===== src/rtl/uart_tx_frame_engine.sv =====
// uart_tx_frame_engine: FIFO-buffered UART transmitter with run-time frame format.
// Define UART_TX_BREAK_EN to add the break_req port and the BREAK / mark-after-break states.
module uart_tx_frame_engine #(
    parameter int MAX_CHAR_LENGTH = 8,
    parameter int FIFO_DEPTH = 4,
    parameter int DIV_WIDTH = 16
) (
    input  logic                         clk,
    input  logic                         rst,
    input  logic [DIV_WIDTH-1:0]         cfg_baud_div,
    input  logic [3:0]                   cfg_oversampling,
    input  logic [3:0]                   cfg_char_len,
    input  logic [1:0]                   cfg_stop_bit,
    input  logic                         cfg_msb_first,
    input  logic                         cfg_parity_en,
    input  logic                         cfg_parity_odd,
`ifdef UART_TX_BREAK_EN
    input  logic                         break_req,
`endif
    input  logic                         s_valid,
    output logic                         s_ready,
    input  logic [MAX_CHAR_LENGTH-1:0]   s_data,
    output logic                         tx,
    output logic                         busy,
    output logic [$clog2(FIFO_DEPTH):0]  fifo_count,
    output logic                         cfg_err
);
    localparam int MC = MAX_CHAR_LENGTH;
    localparam int AW = $clog2(FIFO_DEPTH);
    localparam int CW = AW + 1;
    localparam int TW = DIV_WIDTH + 4;
    localparam int LW = TW + 1;

`ifdef UART_TX_BREAK_EN
    typedef enum logic [2:0] {IDLE, START, DATA, PARITY, STOP, BREAK, MAB} state_t;
`else
    typedef enum logic [2:0] {IDLE, START, DATA, PARITY, STOP} state_t;
`endif

    state_t        state;
    logic [MC-1:0] mem [FIFO_DEPTH];
    logic [AW-1:0] wr_ptr;
    logic [AW-1:0] rd_ptr;
    logic          push;
    logic          pop;
    logic          brk;
    logic          cfg_ok;
    logic          start_ok;
    logic          last_tick;
    logic          stop_done;
    logic          tx_bit;
    logic [TW-1:0] cfg_t;
    logic [LW-1:0] cfg_stop_len;
    logic [LW-1:0] cnt;
    logic [LW-1:0] frame_t;
    logic [LW-1:0] frame_stop;
    logic [MC-1:0] head;
    logic [MC-1:0] lat_data;
    logic [MC-1:0] lat_shift;
    logic [MC-1:0] shreg;
    logic [MC-1:0] shifted;
    logic [3:0]    frame_len;
    logic [3:0]    bit_cnt;
    logic          frame_msb;
    logic          frame_par_en;
    logic          frame_par;

`ifdef UART_TX_BREAK_EN
    assign brk = break_req;
`else
    assign brk = 1'b0;
`endif

    assign s_ready = fifo_count != CW'(FIFO_DEPTH);
    assign push = s_valid && s_ready;
    assign head = mem[rd_ptr];
    assign cfg_t = TW'(cfg_baud_div) * TW'(cfg_oversampling);
    assign cfg_stop_len = cfg_stop_bit == 2'd2 ? {cfg_t, 1'b0} :
                          cfg_stop_bit == 2'd0 ? LW'(cfg_t) + LW'(cfg_t >> 1) : LW'(cfg_t);
    assign cfg_ok = (cfg_baud_div != '0) && (cfg_oversampling inside {4'd2, 4'd4, 4'd6, 4'd8}) &&
                    (cfg_char_len >= 4'd5) && (cfg_char_len <= 4'(MC)) && (cfg_stop_bit != 2'd3);
    // MSB-first characters are left-aligned so both orders shift out of a fixed end
    assign lat_data = head & ~({MC{1'b1}} << cfg_char_len);
    assign lat_shift = cfg_msb_first ? lat_data << (4'(MC) - cfg_char_len) : lat_data;
    assign start_ok = (fifo_count != '0) && cfg_ok && !brk;
    assign last_tick = cnt == frame_t - 1'b1;
    assign stop_done = cnt == frame_stop - 1'b1;
    assign pop = start_ok && (state == IDLE || (state == STOP && stop_done));
    assign tx_bit = frame_msb ? shreg[MC-1] : shreg[0];
    assign shifted = frame_msb ? shreg << 1 : shreg >> 1;

    always_ff @(posedge clk) begin
        if (push)
            mem[wr_ptr] <= s_data;
    end

    always_ff @(posedge clk or posedge rst) begin
        if (rst) begin
            wr_ptr <= '0;
            rd_ptr <= '0;
            fifo_count <= '0;
        end else begin
            if (push)
                wr_ptr <= wr_ptr + 1'b1;
            if (pop)
                rd_ptr <= rd_ptr + 1'b1;
            fifo_count <= fifo_count + CW'(push) - CW'(pop);
        end
    end

    always_ff @(posedge clk or posedge rst) begin
        if (rst) begin
            state <= IDLE;
            tx <= 1'b1;
            busy <= 1'b0;
            cfg_err <= 1'b0;
            cnt <= '0;
            bit_cnt <= '0;
            shreg <= '0;
            frame_t <= '0;
            frame_stop <= '0;
            frame_len <= '0;
            frame_msb <= 1'b0;
            frame_par_en <= 1'b0;
            frame_par <= 1'b0;
        end else begin
            cnt <= cnt + 1'b1;
            if (pop) begin
                state <= START;
                tx <= 1'b0;
                busy <= 1'b1;
                cfg_err <= 1'b0;
                cnt <= '0;
                frame_t <= LW'(cfg_t);
                frame_stop <= cfg_stop_len;
                frame_len <= cfg_char_len;
                frame_msb <= cfg_msb_first;
                frame_par_en <= cfg_parity_en;
                frame_par <= ^lat_data ^ cfg_parity_odd;
                shreg <= lat_shift;
            end else begin
                case (state)
                    IDLE: begin
                        cnt <= '0;
                        if (fifo_count != '0 && !brk)
                            cfg_err <= 1'b1;
`ifdef UART_TX_BREAK_EN
                        if (brk) begin
                            state <= BREAK;
                            tx <= 1'b0;
                            busy <= 1'b1;
                            frame_t <= LW'(cfg_t);
                        end
`endif
                    end
                    START: begin
                        if (last_tick) begin
                            state <= DATA;
                            tx <= tx_bit;
                            shreg <= shifted;
                            bit_cnt <= '0;
                            cnt <= '0;
                        end
                    end
                    DATA: begin
                        if (last_tick) begin
                            cnt <= '0;
                            if (bit_cnt == frame_len - 1'b1) begin
                                state <= frame_par_en ? PARITY : STOP;
                                tx <= frame_par_en ? frame_par : 1'b1;
                            end else begin
                                tx <= tx_bit;
                                shreg <= shifted;
                                bit_cnt <= bit_cnt + 1'b1;
                            end
                        end
                    end
                    PARITY: begin
                        if (last_tick) begin
                            state <= STOP;
                            tx <= 1'b1;
                            cnt <= '0;
                        end
                    end
                    STOP: begin
                        // no pop here means the FIFO is empty, a break is pending, or the config is illegal
                        if (stop_done) begin
                            state <= IDLE;
                            busy <= 1'b0;
                            cnt <= '0;
                            if (fifo_count != '0 && !brk)
                                cfg_err <= 1'b1;
                        end
                    end
`ifdef UART_TX_BREAK_EN
                    BREAK: begin
                        cnt <= '0;
                        if (!brk) begin
                            state <= MAB;
                            tx <= 1'b1;
                        end
                    end
                    MAB: begin
                        if (last_tick) begin
                            state <= IDLE;
                            busy <= 1'b0;
                            cnt <= '0;
                        end
                    end
`endif
                    default: state <= IDLE;
                endcase
            end
        end
    end
endmodule


===== config.mk =====
export PLATFORM = sky130hd
export DESIGN_NAME = uart_tx_frame_engine
export DESIGN_NICKNAME = d
export VERILOG_FILES = /design/src/rtl/uart_tx_frame_engine.sv
export SDC_FILE = /design/constraint.sdc
export NUM_CORES = 1
export LEC_CHECK = 0
export ABC_CLOCK_PERIOD_IN_PS = 3600
export BUFFER_PORTS_ARGS = -buffer_cell sky130_fd_sc_hd__buf_2
export CAP_MARGIN = 30
export CORE_UTILIZATION = 45
export DETAILED_ROUTE_END_ITERATION = 8
export PLACE_DENSITY = 0.66
export REMOVE_ABC_BUFFERS = 1
export SKIP_CTS_REPAIR_TIMING = 1
export SYNTH_ARGS = -nofsm -noshare
export SYNTH_HDL_FRONTEND = slang
export SYNTH_SLANG_ARGS = --single-unit

===== constraint.sdc =====
create_clock -name clk -period 3.6 [get_ports clk]
set_input_delay 0 -clock clk [delete_from_list [all_inputs] [get_ports clk]]
set_output_delay 0 -clock clk [all_outputs]
set_load 0.01 [all_outputs]

# Yosys cells after proc, flatten, opt, wreduce, memory -nomap -nowiden
# Memories as Yosys holds them, arrays and structs flattened.
# Cells that the tools add are included.
# W data, S select, Z words.
totals:
  mem_count: 1
  wordCells: 131
  latch_bits: 0
  inputBits: 40
  out_inout_bits: 7
  mem_bits_ro: 0
  register_bits: 94
  mem_bits_rw: 32
memory_table:
  columns: ["memory", "depth", "word_bits", "rd", "rd_clocked_by_memory_dff", "wr", "line", "source"]
  rows:
  - ["mem", 4, 8, 1, 0, 1, "41", "logic [MC-1:0] mem [FIFO_DEPTH];"]
op_classes:
  n_bitwise: 4
  n_eq_ne: 24
  div: 0
  n_addsub: 11
  reduce_logical: 28
  n_mux: 42
  n_lt_le_gt_ge: 2
  shift: 2
  n_mul: 1
op_table:
  columns: ["cell", "n"]
  rows:
  - ["$mux W21", 5]
  - ["$pmux W21 S3", 1]
  - ["$mux W8", 6]
  - ["$eq A21 B21 Y1", 2]
  - ["$add A20 B19 Y21", 1]
  - ["$add A21 B1 Y21 const B", 1]
  - ["$mux W3", 7]
  - ["$ne A3 B3 Y1 const B", 7]
  - ["$sub A20 B1 Y21 const B", 1]
  - ["$sub A21 B1 Y21 const B", 1]
  - ["$mul A16 B4 Y20", 1]
  - ["$pmux W8 S2", 1]
  - ["$reduce_bool A16 Y1", 1]
  - ["$mux W1", 15]
  - ["$pmux W3 S5", 1]
  - ["$mux W4", 3]
  - ["$ne A2 B2 Y1 const B", 5]
  - ["$reduce_bool A3 Y1", 3]
  - ["$and A8 B8 Y8", 1]
  - ["$eq A4 B3 Y1 const B", 2]
  - ["$logic_and A1 B1 Y1", 8]
  - ["$not A8 Y8", 1]
  - ["$pmux W4 S2", 1]
  - ["$reduce_and A4 Y1", 2]
  - ["31 further kinds", 37]

# Depth between registers and ports, before layout
depth:
  ltp_word: 10
  depth_mapped: 23
  ltp_nobuf: 22

# Least setup slack after synthesis
# No wires, ideal clock.
synth_path:
  path_kind: "in2reg"
  from: "input cfg_oversampling[3]"
  to: "register frame_stop[19]"
  arrival_ps: 4893
  cell_stages: 22
  path_slack_ps: -1415
  cell_sequence: "clkbuf_1 > nand2_1 > fa_1 > fa_1 > inv_1 > fa_1 > a21o_1 > a221oi_2 > a21oi_2 > a21o_1 > a21oi_1 > o21ai_0 > a21o_1 > a21oi_1 > xor2_1 > inv_1 > ha_1 > nor3_1 > nor2_1 > o41ai_1 > or4_1 > a32o_1"
synth_rtl:
  columns: ["item", "line", "source"]
  rows:
  - ["from (decl)", "11", "input logic [3:0] cfg_oversampling,"]
  - ["$mul A16 B4 Y20 (*)", "77", "assign cfg_t = TW'(cfg_baud_div) * TW'(cfg_oversampling);"]
  - ["named net cfg_t[18]", "52", "logic [TW-1:0] cfg_t;"]
  - ["$add A20 B19 Y21", "79", "cfg_stop_bit == 2'd0 ? LW'(cfg_t) + LW'(cfg_t >> 1) : LW'(cfg_t);"]
  - ["$mux W21", "79", null]
  - ["$mux W21 (*)", "78", "assign cfg_stop_len = cfg_stop_bit == 2'd2 ? {cfg_t, 1'b0} :"]
  - ["to (signal assigned)", "135", "frame_stop <= cfg_stop_len;"]
  - ["to (decl)", "56", "logic [LW-1:0] frame_stop;"]
# Mark *: on every way through the listed nets, which the timed path passes. The rest lies on a longest branch.
# A chain may end at the register's enable or synchronous reset.

# Worst setup path after layout
layout_path:
  from: "input cfg_oversampling[3]"
  to: "register frame_stop[19]"
layout_rtl:
  columns: ["item", "line"]
  rows:
  - ["$mul A16 B4 Y20", "77"]
  - ["named net cfg_t[8]", "52"]
  - ["$add A20 B19 Y21", "79"]
  - ["$mux W21", "79"]
  - ["$mux W21", "78"]
# The timed path passes the listed nets, and every way through them passes these cells.

==> impl_metrics.csv <==
group,metric,value,unit
status,status,"finished, violations left",
status,violations,"hold timing, setup timing",
drt,routed_via_density,5.333,
global_routing,antenna_found_initial,0,
drt,drtPass1Iterations,5,
synthesis,synth_area,10790,um2
sta,worst_slack,-1.053,ns
layout,fillers,1954,
sta,clock_skew,0.01401,ns
floorplan,ios,47,
global_routing,first_global_vias,8764,
layout,syn2layout_area_growth,29.85,%
sta,hold_violations,1,
layout,num_antenna_cells,0,
placement,place_congestion,0.8757,
layout,final_common_cell,"buf_4",
clock_tree,clk_latency,0.43,ns
clock_tree,cts_buffer_depth,2,
floorplan,die_area,24600,um2
power_and_ir_drop,combPwrFrac,62.3,%
setup_path,critical_path.max_fanout,7,
setup_path,critical_path.endpoint_type,"flop",
drt,routedWlPerCell,15.10,um
power_and_ir_drop,power_switching,4.666,mW
placement,portBuffers,46,
power_and_ir_drop,leakagePower,6.253,nW
clock_tree,h-tree-depth,4,
floorplan,num_rows,56,
global_routing,grt.overflow.total,0,
synthesis,avgSynthCellArea,8.903,um2
drt,via_count,9412,
synthesis,ys_warn_count,0,
placement,place_inst,1710,
hold_path,hold_path_class,"in -> reg",
sta,rsz0062_at_grt,"true",
sta,final-max-slew-violation-count,0,
floorplan,core,23470,um2
synthesis,seq_area_frac_synth,30.72,%
clock_tree,cts_root_buf,"clkbuf_16",
synthesis,async_reset_ff_share,74.60,%
setup_path,worstPathRequired,3.92,ns
drt,drt_iter0_markers,542,
synthesis,synth_ff_type,"dfrtp_1",
global_routing,grt_use_total,21.65,%
power_and_ir_drop,p_int,6.395,mW
sta,hold_slack,-0.005704,ns
synthesis,synthDistinctLibCells,94,
clock_tree,clk_pin_slew,0.07,ns
power_and_ir_drop,power,11.06,mW
sta,worst_pin_slew,0.8825,ns
synthesis,synth_edf_count,32,
drt,wirelength,26.65,mm
setup_path,start_kind,"input pin",
layout,instances_no_fill,1765,
global_routing,grt_pass1_wl,42.60,mm
drt,route.detailed.drc,0,
clock_tree,cts_sinks,126,
power_and_ir_drop,power.density,789.5,nW/um2
setup_path,path_class,"in -> reg",
placement,dpl.hpwl,19.53,mm
layout,nets,1562,
power_and_ir_drop,p_sw_share,42.18,%
layout,drive_gt1_share,30.29,%
synthesis,postSynthRegisterBits,126,
power_and_ir_drop,vdd_ir_drop_max,420.1,uV
drt,ant_nets,0,
global_routing,grt_max_degree,85,
clock_tree,cts_tree,"yes",
layout,final_cell_mix,"199 x buf_4, 116 x nand2_1, 99 x nor2_1",
sta,slew_headroom,41.17,%
sta,max_freq,214.9,MHz
floorplan,start_util,45.97,%
clock_tree,cts_buffers,17,
floorplan,die_w,156.9,um
setup_path,cp.arrival,4.97,ns
synthesis,synth_cells,1212,
sta,period_minus_slack,4.653,ns
power_and_ir_drop,power.share.clock,15.4,%
floorplan,dieHeight,156.9,um
sta,setup_viol,15,
sta,finalCritPeriodShare,129.2,%
power_and_ir_drop,seq_power_share,22.3,%
job,max_cap_violations,0,
[Yosys cell counts (8+ instances only)]
library cell,number,area [um2]
nand2_1,119,446.7
nor2b_1,13,81.33
o22ai_1,8,50.05
inv_1,99,371.6
nor2_1,102,382.9
mux2i_1,26,260.3
ha_1,59,738.2
xor2_1,51,446.7
fa_1,30,600.6
a21oi_1,51,255.2
and2_1,47,294.0
o31ai_1,8,60.06
a21o_1,11,82.58
nand3_1,26,130.1
a31oi_1,9,56.30
nor4_1,11,68.82
clkbuf_1,45,168.9
edfxtp_1,32,960.9
o21ai_0,75,375.4
nor3_1,26,130.1
and3_1,19,118.9
xnor2_1,67,586.8
mux4_2,10,225.2
mux2_2,13,146.4
nand4_1,11,68.82
dfrtp_1,93,2327
[power groups by stage]
stage               logic [mW]  registers (mW)  clock network [mW]
detailed placement        6.01            2.47                   0
finish                    6.89            2.47                1.70
floorplan                 3.87            2.42                   0
global route              7.60            2.54                1.78
CTS                       6.06            2.46                1.73
global placement          5.88            2.45                   0
[cell families (layout without fill, tap and decap cells)]
kind of cell             Yosys count  after routing  synth area share (%)
AND/OR/NAND/NOR                  425            425                 20.04
adder cells (fa/ha/maj)           89             89                 12.41
AO/OA/AOI/OAI                    246            246                 15.22
multiplexers                      49             49                 5.856
flip-flops                       126            126                 30.72
buffers and inverters            158            392                 5.925
XOR/XNOR                         119            119                 9.833
[path summary, 6_finish.rpt]
check | startpoint | to | slack (ns) | cells after the start
min | s_valid | wr_ptr[0] | -0.006 | 3
min in group asynchronous | rst | bit_cnt[0] | 0.34 | 3
min reg2reg | frame_par | frame_par | 0.51 | 2
max in group asynchronous | rst | frame_t[1] | 2.39 | 4
max | cfg_oversampling[3] | frame_stop[19] | -1.05 | 22
max reg2reg | frame_stop[0] | fifo_count[2] | -0.12 | 19
[routing by layer]
layer	GRT usage, %	share of wire, %	up-vias
met5	0	0	-
li1	-	-	4669
met1	29.75	46	4534
met2	35.66	49	180
met3	2.659	3.1	29
met4	6.209	1.9	0
[registers in the layout, summed over array words and instances, names as in the netlist, 3 cells and up]
name,count
mem,32
cnt,21
frame_stop,21
frame_t,20
shreg,8
bit_cnt,4
frame_len,4
fifo_count,3
state,3
[layout make-up]
type                       instances  area [um2]  area share (%)
sequential                       126        3316           23.67
multi-input combinational        928        7418           52.95
timing repair buffer             258        1901           13.56
clock buffer                      17       425.4           3.036
inverter                         102       391.6           2.795
tap                              319       399.1           2.849
clock inverter                    15       160.2           1.143
[worst max-delay path: stages]
cell      delay (ns)
buf_4           0.14
and2_1          0.15
fa_1            0.53
inv_1           0.05
fa_1            0.52
inv_1           0.04
ha_1            0.29
and3_2          0.20
a221oi_4        0.29
xor2_1          0.26
inv_2           0.11
ha_4            0.30
nand4_1         0.10
a21oi_2         0.14
nor3_2          0.06
o21a_1          0.19
o211a_1         0.23
a311oi_4        0.36
a21o_1          0.19
o41ai_2         0.07
or4_1           0.46
a32o_1          0.27
[stage by stage]
step	worst slack [ns]	TNS [ns]	util, %	area (um2)
2_1_floorplan	-1.307	-16.30	-	10540
3_3_place_gp	-1.502	-17.99	53.64	12590
3_5_place_dp	-1.585	-19.57	53.64	12590
4_1_cts	-1.148	-11.18	56.13	13180
5_1_grt	-1.241	-11.07	59.69	14010
6_report	-1.053	-7.856	59.69	14010
Power figures use the tool's default switching activity.
